===== src/rtl/cd_mesh_pkg.sv =====
// Shared mesh definitions: flit width, LLC count and the LLC-select field position.
package cd_mesh_pkg;

  localparam int unsigned CD_DATA_W  = 64;
  localparam int unsigned N_LLC      = 4;
  localparam int unsigned LLC_SEL_W  = 2;
  localparam int unsigned CD_LLC_LSB = 6;

  typedef logic [N_LLC-1:0] llc_dst_t;

  // One-hot LLC target from the 2-bit select field.
  function automatic llc_dst_t llc_onehot(input logic [LLC_SEL_W-1:0] sel);
    return llc_dst_t'(1) << sel;
  endfunction

endpackage


===== src/rtl/cd_sync_fifo.sv =====
// Synchronous FIFO with registered storage, wrapping pointers and explicit occupancy.
module cd_sync_fifo #(
  parameter int unsigned WIDTH = 68,
  parameter int unsigned DEPTH = 4
) (
  input  logic                     clk,
  input  logic                     reset,
  input  logic                     push,
  input  logic                     pop,
  input  logic [WIDTH-1:0]         wdata,
  output logic [WIDTH-1:0]         rdata,
  output logic [$clog2(DEPTH):0]   occ
);

  localparam int unsigned PTR_W = $clog2(DEPTH);
  localparam int unsigned OCC_W = PTR_W + 1;

  logic [WIDTH-1:0] mem [DEPTH];
  logic [PTR_W-1:0] wr_ptr;
  logic [PTR_W-1:0] rd_ptr;

  // Storage, pointers and occupancy; everything clears on reset so stale entries never resurface.
  always_ff @(posedge clk or negedge reset) begin
    if (!reset) begin
      mem    <= '{default: '0};
      wr_ptr <= '0;
      rd_ptr <= '0;
      occ    <= '0;
    end else begin
      if (push) begin
        mem[wr_ptr] <= wdata;
        wr_ptr      <= wr_ptr + PTR_W'(1);
      end
      if (pop) begin
        rd_ptr <= rd_ptr + PTR_W'(1);
      end
      if (push && !pop) begin
        occ <= occ + OCC_W'(1);
      end else if (pop && !push) begin
        occ <= occ - OCC_W'(1);
      end
    end
  end

  // Head entry comes straight from the storage registers.
  assign rdata = mem[rd_ptr];

endmodule


===== src/rtl/cd_xbar_req_ingress.sv =====
// Crossbar request ingress: buffers upstream flits, tags each with its one-hot LLC
// target at enqueue, and tracks how long the head has been stalled.
module cd_xbar_req_ingress
  import cd_mesh_pkg::*;
#(
  parameter int unsigned DATA_W    = CD_DATA_W,
  parameter int unsigned DEPTH     = 4,
  parameter int unsigned LLC_LSB   = CD_LLC_LSB,
  parameter int unsigned STALL_MAX = 255
) (
  input  logic                     clk,
  input  logic                     reset,
  input  logic                     up_si,
  output logic                     up_ri,
  input  logic [DATA_W-1:0]        up_di,
  output logic                     xb_so,
  input  logic                     xb_ro,
  output logic [DATA_W-1:0]        xb_do,
  output logic [N_LLC-1:0]         xb_dst,
  output logic [$clog2(DEPTH):0]   occ,
  output logic [7:0]               hol_stall,
  output logic                     hol_timeout
);

  localparam int unsigned OCC_W   = $clog2(DEPTH) + 1;
  localparam int unsigned ENTRY_W = DATA_W + N_LLC;

  logic               push;
  logic               pop;
  llc_dst_t           wr_dst;
  logic [ENTRY_W-1:0] wr_entry;
  logic [ENTRY_W-1:0] rd_entry;

  // Handshakes depend only on registered occupancy, never on xb_ro.
  assign up_ri = reset && (occ < OCC_W'(DEPTH));
  assign xb_so = (occ != '0);
  assign push  = up_si && up_ri;
  assign pop   = xb_so && xb_ro;

  // Decode the target once at enqueue and store it alongside the flit.
  assign wr_dst   = llc_onehot(up_di[LLC_LSB +: LLC_SEL_W]);
  assign wr_entry = {wr_dst, up_di};
  assign {xb_dst, xb_do} = rd_entry;

  cd_sync_fifo #(
    .WIDTH (ENTRY_W),
    .DEPTH (DEPTH)
  ) u_fifo (
    .clk   (clk),
    .reset (reset),
    .push  (push),
    .pop   (pop),
    .wdata (wr_entry),
    .rdata (rd_entry),
    .occ   (occ)
  );

  // Head-of-line stall counter: clears on pop, saturates while the head waits.
  always_ff @(posedge clk or negedge reset) begin
    if (!reset) begin
      hol_stall <= '0;
    end else if (pop) begin
      hol_stall <= '0;
    end else if (xb_so && !xb_ro && (hol_stall != 8'(STALL_MAX))) begin
      hol_stall <= hol_stall + 8'd1;
    end
  end

  assign hol_timeout = (hol_stall == 8'(STALL_MAX));

endmodule


===== config.mk =====
export PLATFORM = sky130hd
export DESIGN_NAME = cd_xbar_req_ingress
export DESIGN_NICKNAME = d
export VERILOG_FILES = /design/src/rtl/cd_mesh_pkg.sv /design/src/rtl/cd_sync_fifo.sv /design/src/rtl/cd_xbar_req_ingress.sv
export SDC_FILE = /design/constraint.sdc
export NUM_CORES = 1
export LEC_CHECK = 0
export CORE_MARGIN = 2
export CORE_UTILIZATION = 57
export DETAILED_ROUTE_END_ITERATION = 10
export GPL_ROUTABILITY_DRIVEN = 1
export PLACE_DENSITY_LB_ADDON = 0.08
export SYNTH_ARGS = -nofsm -noshare
export SYNTH_HDL_FRONTEND = slang
export SYNTH_SLANG_ARGS = --single-unit

===== constraint.sdc =====
create_clock -name clk -period 2.5 [get_ports clk]
set_input_delay 0.625 -clock clk [delete_from_list [all_inputs] [get_ports clk]]
set_output_delay 0.625 -clock clk [all_outputs]
set_load 0.05 [all_outputs]

-- Yosys cells after proc, flatten, opt, wreduce, memory -nomap -nowiden
Cells that the tools add are included.
- magnitude comparators: 4
- add/sub/neg operators: 5
- equality and inequality tests: 2
- multiplexer cells: 10
- bitwise gates (word level): 2
- shift operators: 1
- reductions and logical operators: 14
- operators with widths (kind ; count):
    $bwmux 272 ; 1
    $mux 68 ; 3
    $bmux 68 s2 ; 1
    $demux 68 s2 ; 1
    $mux 8 ; 2
    $add 8x1->8 const B ; 1
    $eq 8x8->1 const B ; 1
    $logic_and 1x1->1 ; 8
    $ne 8x8->1 const B ; 1
    $ge 3x3->1 const B ; 2
    $mux 3 ; 2
    $not 2->3 ; 2
    $add 2x1->2 const B ; 2
    $reduce_bool 2->1 ; 2
    $shl 1x2->4 const A ; 1
    $add 3x1->3 const B ; 1
    $logic_not 1->1 ; 3
    $lt 3x1->1 const B ; 1
    $lt 3x3->1 const B ; 1
    $reduce_bool 3->1 ; 1
    $sub 3x1->3 const B ; 1
- flip-flop bits (word level): 287
- input bits: 68
- output and inout bits: 82

-- Logic depth before layout (Yosys ltp)
Gate-level depths: netlist (run 1).
- depth after elaboration: 7
- gate-level depth with buffers: 9
- depth with buffers taken out: 9

-- Hierarchy
A second synthesis (run 1) with hierarchy kept.
- cell total of the unflattened synthesis: 747
- area, all modules: 13006.2 µm²
- by module, submodules not included (module ; seq. area each (µm²) ; times used ; cells each ; area each (µm²)):
    cd_sync_fifo ; 6981.7 ; 1 ; 689 ; 12480.7
    cd_xbar_req_ingress ; 200.2 ; 1 ; 58 ; 525.5

-- Worst setup path after synthesis (run 1)
No wires, ideal clock.
- path type: reg2reg
- start: reg u_fifo.occ[0]
- end: reg u_fifo.occ[2]
- stages on the path, launching flop included: 10
- slack: -87 ps
- data required time: 2418 ps
- clock period less this slack: 2587 ps
- data arrival time: 2505 ps
- path buffers: 0
- cell sequence: dfrtp_1 -> nor3_1 -> inv_1 -> nand2_1 -> ha_1 -> inv_1 -> fa_1 -> xor2_1 -> nor2_1 -> xor2_1
- RTL lines (element ; RTL line ; RTL):
    start: declaration ; cd_sync_fifo.sv:12 ; output logic [$clog2(DEPTH):0] occ
    start signal: assignment ; cd_sync_fifo.sv:38 ; occ <= occ + OCC_W'(1);
    start signal: assignment ; cd_sync_fifo.sv:40 ; occ <= occ - OCC_W'(1);
    $reduce_bool 3->1 * ; cd_xbar_req_ingress.sv:36 ; assign xb_so = (occ != '0);
    named net xb_so ; cd_xbar_req_ingress.sv:16 ; output logic xb_so,
    $logic_and 1x1->1 * ; cd_xbar_req_ingress.sv:38 ; assign pop = xb_so && xb_ro;
    $logic_not 1->1 ; cd_sync_fifo.sv:37 ; if (push && !pop) begin
    $logic_and 1x1->1 ; cd_sync_fifo.sv:37 ;
    $mux 3 / $reduce_bool 2->1 (equally long branches) ; -- ;
Mark *: on every way through the listed nets, which the timed path passes. The rest lies on a longest branch. The select of a mux whose other input is x is not followed.
A chain may end at the register's enable or synchronous reset.

-- Final worst setup path (run 1)
- start: reg u_fifo.rd_ptr[0]
- end: out xb_do[55]
- cells in the longest elaborated chain, start to end: 4
- ends and longest elaborated chain (element ; RTL line ; RTL):
    start: declaration ; cd_sync_fifo.sv:20 ; logic [PTR_W-1:0] rd_ptr;
    start signal: assignment ; cd_sync_fifo.sv:35 ; rd_ptr <= rd_ptr + PTR_W'(1);
    $not 2->3 (implied by the code) ; cd_sync_fifo.sv:46 ; assign rdata = mem[rd_ptr];
    $bmux 68 s2 ; cd_sync_fifo.sv:46 ;
    $mux 68 (implied by the code) (2 in a row) ; cd_sync_fifo.sv:46 ;
    end: declaration ; cd_xbar_req_ingress.sv:18 ; output logic [DATA_W-1:0] xb_do,
Every way passes these cells. The select of a mux whose other input is x is not followed.

==> impl_metrics.toml, run 1 <==
[outcome]
outcome = "finished with violations"
violations = "setup timing"

[floorplan]
core_area_mm2 = 0.0235
boundaryPins = 150
std_cell_rows = 56
initial_core_util_pct = 58.1
dieArea_mm2 = 0.0252
die_w_um = 159
die_y_um = 159

[run]
cap_violations = 0

[yosys]
ys_seq_elements = 287
synth_compound_area_share_pct = 1.48
synth_mux_area_share_pct = 39.4
synthAdderAreaFrac_pct = 0.698
syn_nets = 839
synth-edff-count = 0
syn_area_mm2 = 0.0136
yosys_warnings = 0
async_flop_share_pct = 100
syn-mean-instance-area_um2 = 17.8
synth_top_area_share_pct = 52.7
yosys-top-cells-count = "287 x dfrtp_1, 248 x mux2_4, 68 x mux4_2, 29 x buf_6, 24 x nand2_1"
synth-simple-area-share_pct = 2.21
synth_top_family_by_area = "multiplexers"
synth_flop_cell = "dfrtp_1"
synth_seq_area_share_pct = 52.7
synth_top_area_cell = "dfrtp_1"
synthCells = 764
synth_most_common_cell = "dfrtp_1"
ys_types = 36
synth-xor-area-share_pct = 0.386
netlist_top_cells_area = "dfrtp_1 53%, mux2_4 27%, mux4_2 11%"

[worst_setup_path]
path_class = "flop to primary output"
critPathLaunchType = "flop"
cp-end-kind = "primary output"
path_delay_family = "multiplexers"
arrival_ns = 2.00
crit_chain = "buf_8 > buf_16 > mux4_2 > buf_6"
path_max_fanout = 8
crit_buf_inv = 3
slowest_stage = "mux4_2"
required_ns = 1.88
critPathMaxStageDelay_ns = 0.53

[sta]
rsz0062_at_grt = "yes"
max_freq_ghz = 0.381
clock_skew_ns = 0.0147
worst_pin_slew_ns = 0.975
slew_headroom_pct = 35.0
final.period_utilization_pct = 105
finalSetupViolCount = 68
final_max_slew_viol_count = 0
min_period_ns = 2.63
hold_viol = 0
setup_slack_ns = -0.126

[clocking]
cts_buffers = 34
cts_root_buf = "clkbuf_16"
cts_sinks = 287
clock_latency_ns = 0.51
cts_max_level = 2
cts_max_path_buffers = 3
path_clk_slew_ns = 0.06
cts_tree = "yes"

[worst_hold_path]
hp-class = "input port to async pin"

[routing]
drc = 0
viasPerCell = 5.69
num_vias = 7342
drt_iter0_drc = 403
dr.pass1.iters = 4
wl_per_cell_um = 23.2
wirelength_um = 30000
ant_nets = 0

[grt]
grt_max_degree = 134
grt_pass1_vias = 8226
antenna_found_initial = 1
grt.total_usage_pct = 24.6
grt_pass1_wl_um = 47400
grt_overflow = 0

[placed_design]
port_buffers = 149
dpl.cell_count = 1223
gp_congestion = 0.814
pre_cts_ws_ns = -0.0338
dp_hpwl_um = 18500

[power_and_ir_drop]
p_per_area_mw_per_mm2 = 1620
leakage_nw = 8.33
p_total_mw = 27.8
ir_drop_v = 0.00122

[layout]
fill_cells = 1424
synthToLayoutAreaGrowth_pct = 25.7
num-nets-final = 1025
diodes = 0
final_layout_size_suffix_gt1_share_pct = 52.3
final_cell_count_no_fill = 1291
postLayoutCoreUtil_pct = 73.0
-- state kept, by name, indices dropped and copies added, names as in the netlist --
signal / flops
hol_stall: 8
u_fifo.mem: 272
u_fifo.occ: 3
u_fifo.rd_ptr: 2
u_fifo.wr_ptr: 2
-- path summary, 6_finish.rpt --
path / from / to / slack (ns) / cells past startpoint
worst max-delay path: u_fifo.rd_ptr[0] / xb_do[55] / -0.13 / 4
worst min-delay path: reset / u_fifo.mem[154] / 0.18 / 2
worst max register to register: u_fifo.occ[0] / u_fifo.occ[2] / 0.32 / 9
worst min register to register: u_fifo.mem[203] / u_fifo.mem[203] / 0.48 / 2
max in group asynchronous: reset / u_fifo.mem[157] / 1.02 / 3
min in group clk: u_fifo.mem[203] / u_fifo.mem[203] / 0.48 / 2
-- final cells by class --
type	instances	area, um^2	area share [%]
sequential	287	7190	42.0
clock inverter	9	105	0.613
timing repair buffer	197	2370	13.9
clock buffer	49	1010	5.89
inverter	4	15.0	0.0876
multi-input combinational	426	6040	35.3
tap	319	399	2.33
-- what timing repair did --
item | 4_1_cts | 5_1_grt
endpoints found under the hold margin | 0 | 0
setup endpoints to repair | 69 | 70
hold buffers | 0 | 0
gates cloned | 2 | 4
pin swaps | 0 | 1
resized for setup | 73 | 6
buffers inserted | 3 | 1
-- placed cells by master, fill, tap and decap left out, drive strengths merged, types with 2 or more instances in the layout --
cell / instances
nand2: 28
bufinv: 2
xor2: 2
ha: 6
nor2b: 3
nor2: 5
nand3: 3
buf: 117
mux2: 257
clkdlybuf4s50: 77
clkinv: 5
clkbuf: 52
nor4: 2
o211ai: 2
a21oi: 2
nand2b: 2
o21ai: 22
xnor2: 4
dfrtp: 287
mux4: 68
a221o: 2
nor3: 4
mux2i: 2
inv: 6
-- per-layer routing --
metal | part of all wire [%] | vias to the layer above | global-route usage, % | routed length, um
li1 | - | 3216 | - | -
met1 | 44 | 3894 | 34.7 | 13300
met2 | 49 | 175 | 39.0 | 14600
met3 | 4.8 | 55 | 5.04 | 1430
met4 | 2.2 | 2 | 7.34 | 653
met5 | 0.043 | - | 0 | 13
-- power breakdown --
part | switching (mW) | internal (mW)
logic | 7.28 | 7.38
clock network | 1.90 | 3.01
registers | 1.36 | 6.88
total | 10.5 | 17.3
-- metrics by stage --
| step | hold slack [ns] | setup TNS, ns | cell area [um^2] |
|---|---|---|---|
| global placement | 0.457 | 0 | 15500 |
| detailed placement | 0.471 | -0.0338 | 15500 |
| finish | 0.181 | -6.27 | 17100 |
| global route | 0.213 | -10.06 | 17100 |
| floorplan | 0.329 | 0 | 13600 |
| CTS | 0.183 | -9.42 | 17000 |
-- cell families (layout without fill, tap and decap cells) --
group / after synthesis / in the layout
AND/OR/NAND/NOR: 52 / 52
AO/OA/AOI/OAI: 34 / 34
buffers and inverters: 51 / 259
adder cells (fa/ha/maj): 7 / 7
multiplexers: 327 / 327
XOR/XNOR: 6 / 6
flip-flops: 287 / 287
Power figures use the tool's default switching activity.
==> run 2, diff against run 1 <==
--- a/config.mk
+++ b/config.mk
@@ -5,11 +5,13 @@
 export SDC_FILE = /design/constraint.sdc
 export NUM_CORES = 1
 export LEC_CHECK = 0
+export ABC_CLOCK_PERIOD_IN_PS = 2500
 export CORE_MARGIN = 2
 export CORE_UTILIZATION = 57
 export DETAILED_ROUTE_END_ITERATION = 10
 export GPL_ROUTABILITY_DRIVEN = 1
 export PLACE_DENSITY_LB_ADDON = 0.08
+export SKIP_CTS_REPAIR_TIMING = 1
 export SYNTH_ARGS = -nofsm -noshare
 export SYNTH_HDL_FRONTEND = slang
 export SYNTH_SLANG_ARGS = --single-unit
==> impl_metrics.toml, run 2 (synthesis gave the netlist of run 1 again) <==
[routing]
dr.pass1.iters = 4
num_vias = 7368
drc = 0
wirelength_um = 30400
ant_nets = 0
wl_per_cell_um = 23.4
drt_iter0_drc = 398
viasPerCell = 5.68

[power_and_ir_drop]
ir_drop_v = 0.00115
leakage_nw = 8.38
p_per_area_mw_per_mm2 = 1630
p_total_mw = 28.0

[layout]
largest_reg_flops = 272
final_layout_size_suffix_gt1_share_pct = 52.5
num-nets-final = 1031
synthToLayoutAreaGrowth_pct = 26.4
fill_cells = 1410
final_cell_mix = "285 x dfrtp_1, 248 x mux2_4, 77 x clkdlybuf4s50_1"
final_cell_count_no_fill = 1297
final_common_cell = "dfrtp_1"
largest-register = "u_fifo.mem"
postLayoutCoreUtil_pct = 73.4
diodes = 0
reg.largest.list = "u_fifo.mem x272, hol_stall x8, u_fifo.occ x3"
stdcell_area_mm2 = 0.0172

[worst_setup_path]
path_max_fanout = 6
required_ns = 1.88
critPathLaunchType = "flop"
cp-end-kind = "primary output"
arrival_ns = 2.02
path_class = "flop to primary output"

[clocking]
cts_sinks = 287
clock_latency_ns = 0.50
cts_root_buf = "clkbuf_16"
path_clk_slew_ns = 0.06
cts_max_level = 2
cts_max_path_buffers = 3
cts_buffers = 34
cts_tree = "yes"

[placed_design]
pre_cts_ws_ns = -0.0338
port_buffers = 149
dpl.cell_count = 1223
gp_congestion = 0.814
dp_hpwl_um = 18500
placed_area_mm2 = 0.0155

[sta]
max_freq_ghz = 0.378
worst_hold_slack_ns = 0.183
clock_skew_ns = 0.0173
final_max_slew_viol_count = 0
slew_headroom_pct = 34.3
final.period_utilization_pct = 106
finalSetupViolCount = 68
min_period_ns = 2.64
fin_setup_tns_ns = -6.37
worst_pin_slew_ns = 0.985
hold_viol = 0
setup_slack_ns = -0.144
rsz0062_at_grt = "yes"

[floorplan]
die_w_um = 159
die_y_um = 159
dieArea_mm2 = 0.0252
std_cell_rows = 56
initial_core_util_pct = 58.1
core_area_mm2 = 0.0235
boundaryPins = 150

[grt]
antenna_found_initial = 1
grt_max_degree = 134
grt.total_usage_pct = 23.9
grt_pass1_wl_um = 46400
grt_pass1_vias = 8118
grt_overflow = 0

[outcome]
violations = "setup timing"
outcome = "finished with violations"

[worst_hold_path]
hp-class = "input port to async pin"

[run]
cap_violations = 0
==> run 2: changes by cell type in the layout (fill, tap and decap cells not counted), sizes merged <==
cell and delta:
buf +4, clkbuf +2
==> run 2: cell type report <==
cell class | count | area (um^2) | share of cell area (%)
Clock buffer | 49 | 1010 | 5.86
Inverter | 4 | 15.0 | 0.0872
Tap cell | 319 | 399 | 2.32
Multi-Input combinational cell | 426 | 6040 | 35.1
Clock inverter | 9 | 105 | 0.610
Timing Repair Buffer | 203 | 2470 | 14.3
Sequential cell | 287 | 7190 | 41.7
==> run 2: worst max-delay path, stage by stage (launching register included) <==
cell       delay (ns)
dfrtp_4          0.49
buf_12           0.16
clkbuf_16        0.17
mux4_2           0.52
buf_6            0.17
==> run 2: final timing paths <==
| kind | start | end | slack [ns] | depth (start not counted) |
|---|---|---|---|---|
| min in group clk | u_fifo.mem[65] | u_fifo.mem[65] | 0.48 | 2 |
| worst min-delay path | reset | u_fifo.mem[154] | 0.18 | 2 |
| worst max-delay path | u_fifo.rd_ptr[0] | xb_do[17] | -0.14 | 4 |
| worst min register to register | u_fifo.mem[65] | u_fifo.mem[65] | 0.48 | 2 |
| max in group asynchronous | reset | u_fifo.mem[57] | 1.01 | 3 |
| worst max register to register | u_fifo.occ[0] | u_fifo.occ[2] | 0.32 | 9 |
==> run 2: routing by layer <==
layer	global-route usage, %	wire, um
met3	5.20	1590
met1	33.7	13300
met4	7.16	642
met5	0	13
met2	37.6	14800
==> run 2: power by group <==
group	internal, mW	switching (mW)	total (mW)
combinational	7.52	7.31	14.8
sequential	6.88	1.38	8.26
clock	3.01	1.90	4.91
total	17.4	10.6	28.0
==> run 3, diff against run 2 <==
--- a/config.mk
+++ b/config.mk
@@ -6,8 +6,10 @@
 export NUM_CORES = 1
 export LEC_CHECK = 0
 export ABC_CLOCK_PERIOD_IN_PS = 2500
+export CAP_MARGIN = 20
 export CORE_MARGIN = 2
 export CORE_UTILIZATION = 57
+export CTS_CLUSTER_SIZE = 20
 export DETAILED_ROUTE_END_ITERATION = 10
 export GPL_ROUTABILITY_DRIVEN = 1
 export PLACE_DENSITY_LB_ADDON = 0.08
==> impl_metrics.toml, run 3 (synthesis gave the netlist of run 1 again) <==
[grt]
grt_overflow = 0
grt_pass1_wl_um = 46300
grt_max_degree = 134
antenna_found_initial = 1
grt_pass1_vias = 8141
grt.total_usage_pct = 23.9

[sta]
max_freq_ghz = 0.375
final.period_utilization_pct = 107
clock_skew_ns = 0.0143
final_max_slew_viol_count = 0
finalSetupViolCount = 68
rsz0062_at_grt = "yes"
slew_headroom_pct = 35.3
hold_viol = 0
setup_slack_ns = -0.168
min_period_ns = 2.67
worst_hold_slack_ns = 0.181
worst_pin_slew_ns = 0.971

[routing]
num_vias = 7316
wirelength_um = 30400
wl_per_cell_um = 23.4
drt_iter0_drc = 439
viasPerCell = 5.64
ant_nets = 0
dr.pass1.iters = 4
drc = 0

[placed_design]
port_buffers = 149
gp_congestion = 0.814
dp_hpwl_um = 18500

[layout]
final_cell_mix = "285 x dfrtp_1, 248 x mux2_4, 77 x clkdlybuf4s50_1"
largest_reg_flops = 272
postLayoutCoreUtil_pct = 73.4
final_layout_size_suffix_gt1_share_pct = 52.2
largest-register = "u_fifo.mem"
num-nets-final = 1032
diodes = 0
reg.largest.list = "u_fifo.mem x272, hol_stall x8, u_fifo.occ x3"
final_common_cell = "dfrtp_1"
synthToLayoutAreaGrowth_pct = 26.3

[floorplan]
initial_core_util_pct = 58.1
boundaryPins = 150
core_area_mm2 = 0.0235
die_y_um = 159
dieArea_mm2 = 0.0252
std_cell_rows = 56
die_w_um = 159

[outcome]
outcome = "finished with violations"
violations = "setup timing"

[clocking]
cts_sinks = 287
path_clk_slew_ns = 0.06
cts_max_path_buffers = 3
cts_root_buf = "clkbuf_16"
cts_tree = "yes"
cts_buffers = 34
cts_max_level = 2
clock_latency_ns = 0.50

[worst_setup_path]
path_max_fanout = 6
crit_chain = "buf_12 > clkbuf_16 > mux4_2 > buf_6"
slowest_stage = "mux4_2"
path_class = "flop to primary output"
required_ns = 1.88
critPathMaxStageDelay_ns = 0.52
reg2reg_depth = 9
cp-end-kind = "primary output"
arrival_ns = 2.04
critPathLaunchType = "flop"

[power_and_ir_drop]
p_per_area_mw_per_mm2 = 1620
ir_drop_v = 0.000985
leakage_nw = 8.37

[run]
cap_violations = 0

[worst_hold_path]
hp-class = "input port to async pin"
-- run 3: layout make-up --
type	count	area [um^2]
Inverter	4	15.0
Clock buffer	53	1040
Clock inverter	4	48.8
Multi-Input combinational cell	426	6040
Tap cell	319	399
Sequential cell	287	7190
Fill cell	1414	6250
Timing Repair Buffer	204	2480
-- run 3: critical path, delay by kind of cell (launching register included) --
family   cells  cell delay (ns)
buf+inv      3             0.51
flops        1             0.51
mux          1             0.52
-- run 3: stage by stage --
step	setup slack, ns	power, mW	std cells	setup TNS [ns]	instance area, um^2
6_report	-0.168	27.9	1297	-8.25	17200
3_5_place_dp	-0.0338	21.6	1223	-0.0338	15500
4_1_cts	-0.223	26.5	1280	-11.73	16600
2_1_floorplan	0.0282	18.0	764	0	13600
3_3_place_gp	0.0556	21.1	1223	0	15500
5_1_grt	-0.211	29.1	1297	-11.28	17200
-- run 3: path summary, 6_finish.rpt --
check / start / slack, ns / end
worst max-delay path: u_fifo.rd_ptr[0] / -0.17 / xb_do[17]
worst min-delay path: reset / 0.18 / u_fifo.mem[154]
worst max register to register: u_fifo.occ[2] / 0.30 / u_fifo.occ[2]
worst min register to register: u_fifo.mem[200] / 0.48 / u_fifo.mem[200]
max in group asynchronous: reset / 1.03 / u_fifo.mem[197]
min in group clk: u_fifo.mem[200] / 0.48 / u_fifo.mem[200]
-- run 3: report_power, final --
part	leakage [nW]	switching [mW]	internal (mW)
Combinational	4.29	7.32	7.54
Clock	0.539	1.87	2.96
Sequential	3.54	1.37	6.88
-- run 3: routing by layer --
metal / global-route usage (%) / up-vias / wire length [um]
met1: 33.6 / 3841 / 13400
met4: 7.68 / 2 / 623
li1: - / 3226 / -
met5: 0 / - / 13
met3: 5.09 / 49 / 1550
met2: 37.6 / 198 / 14800
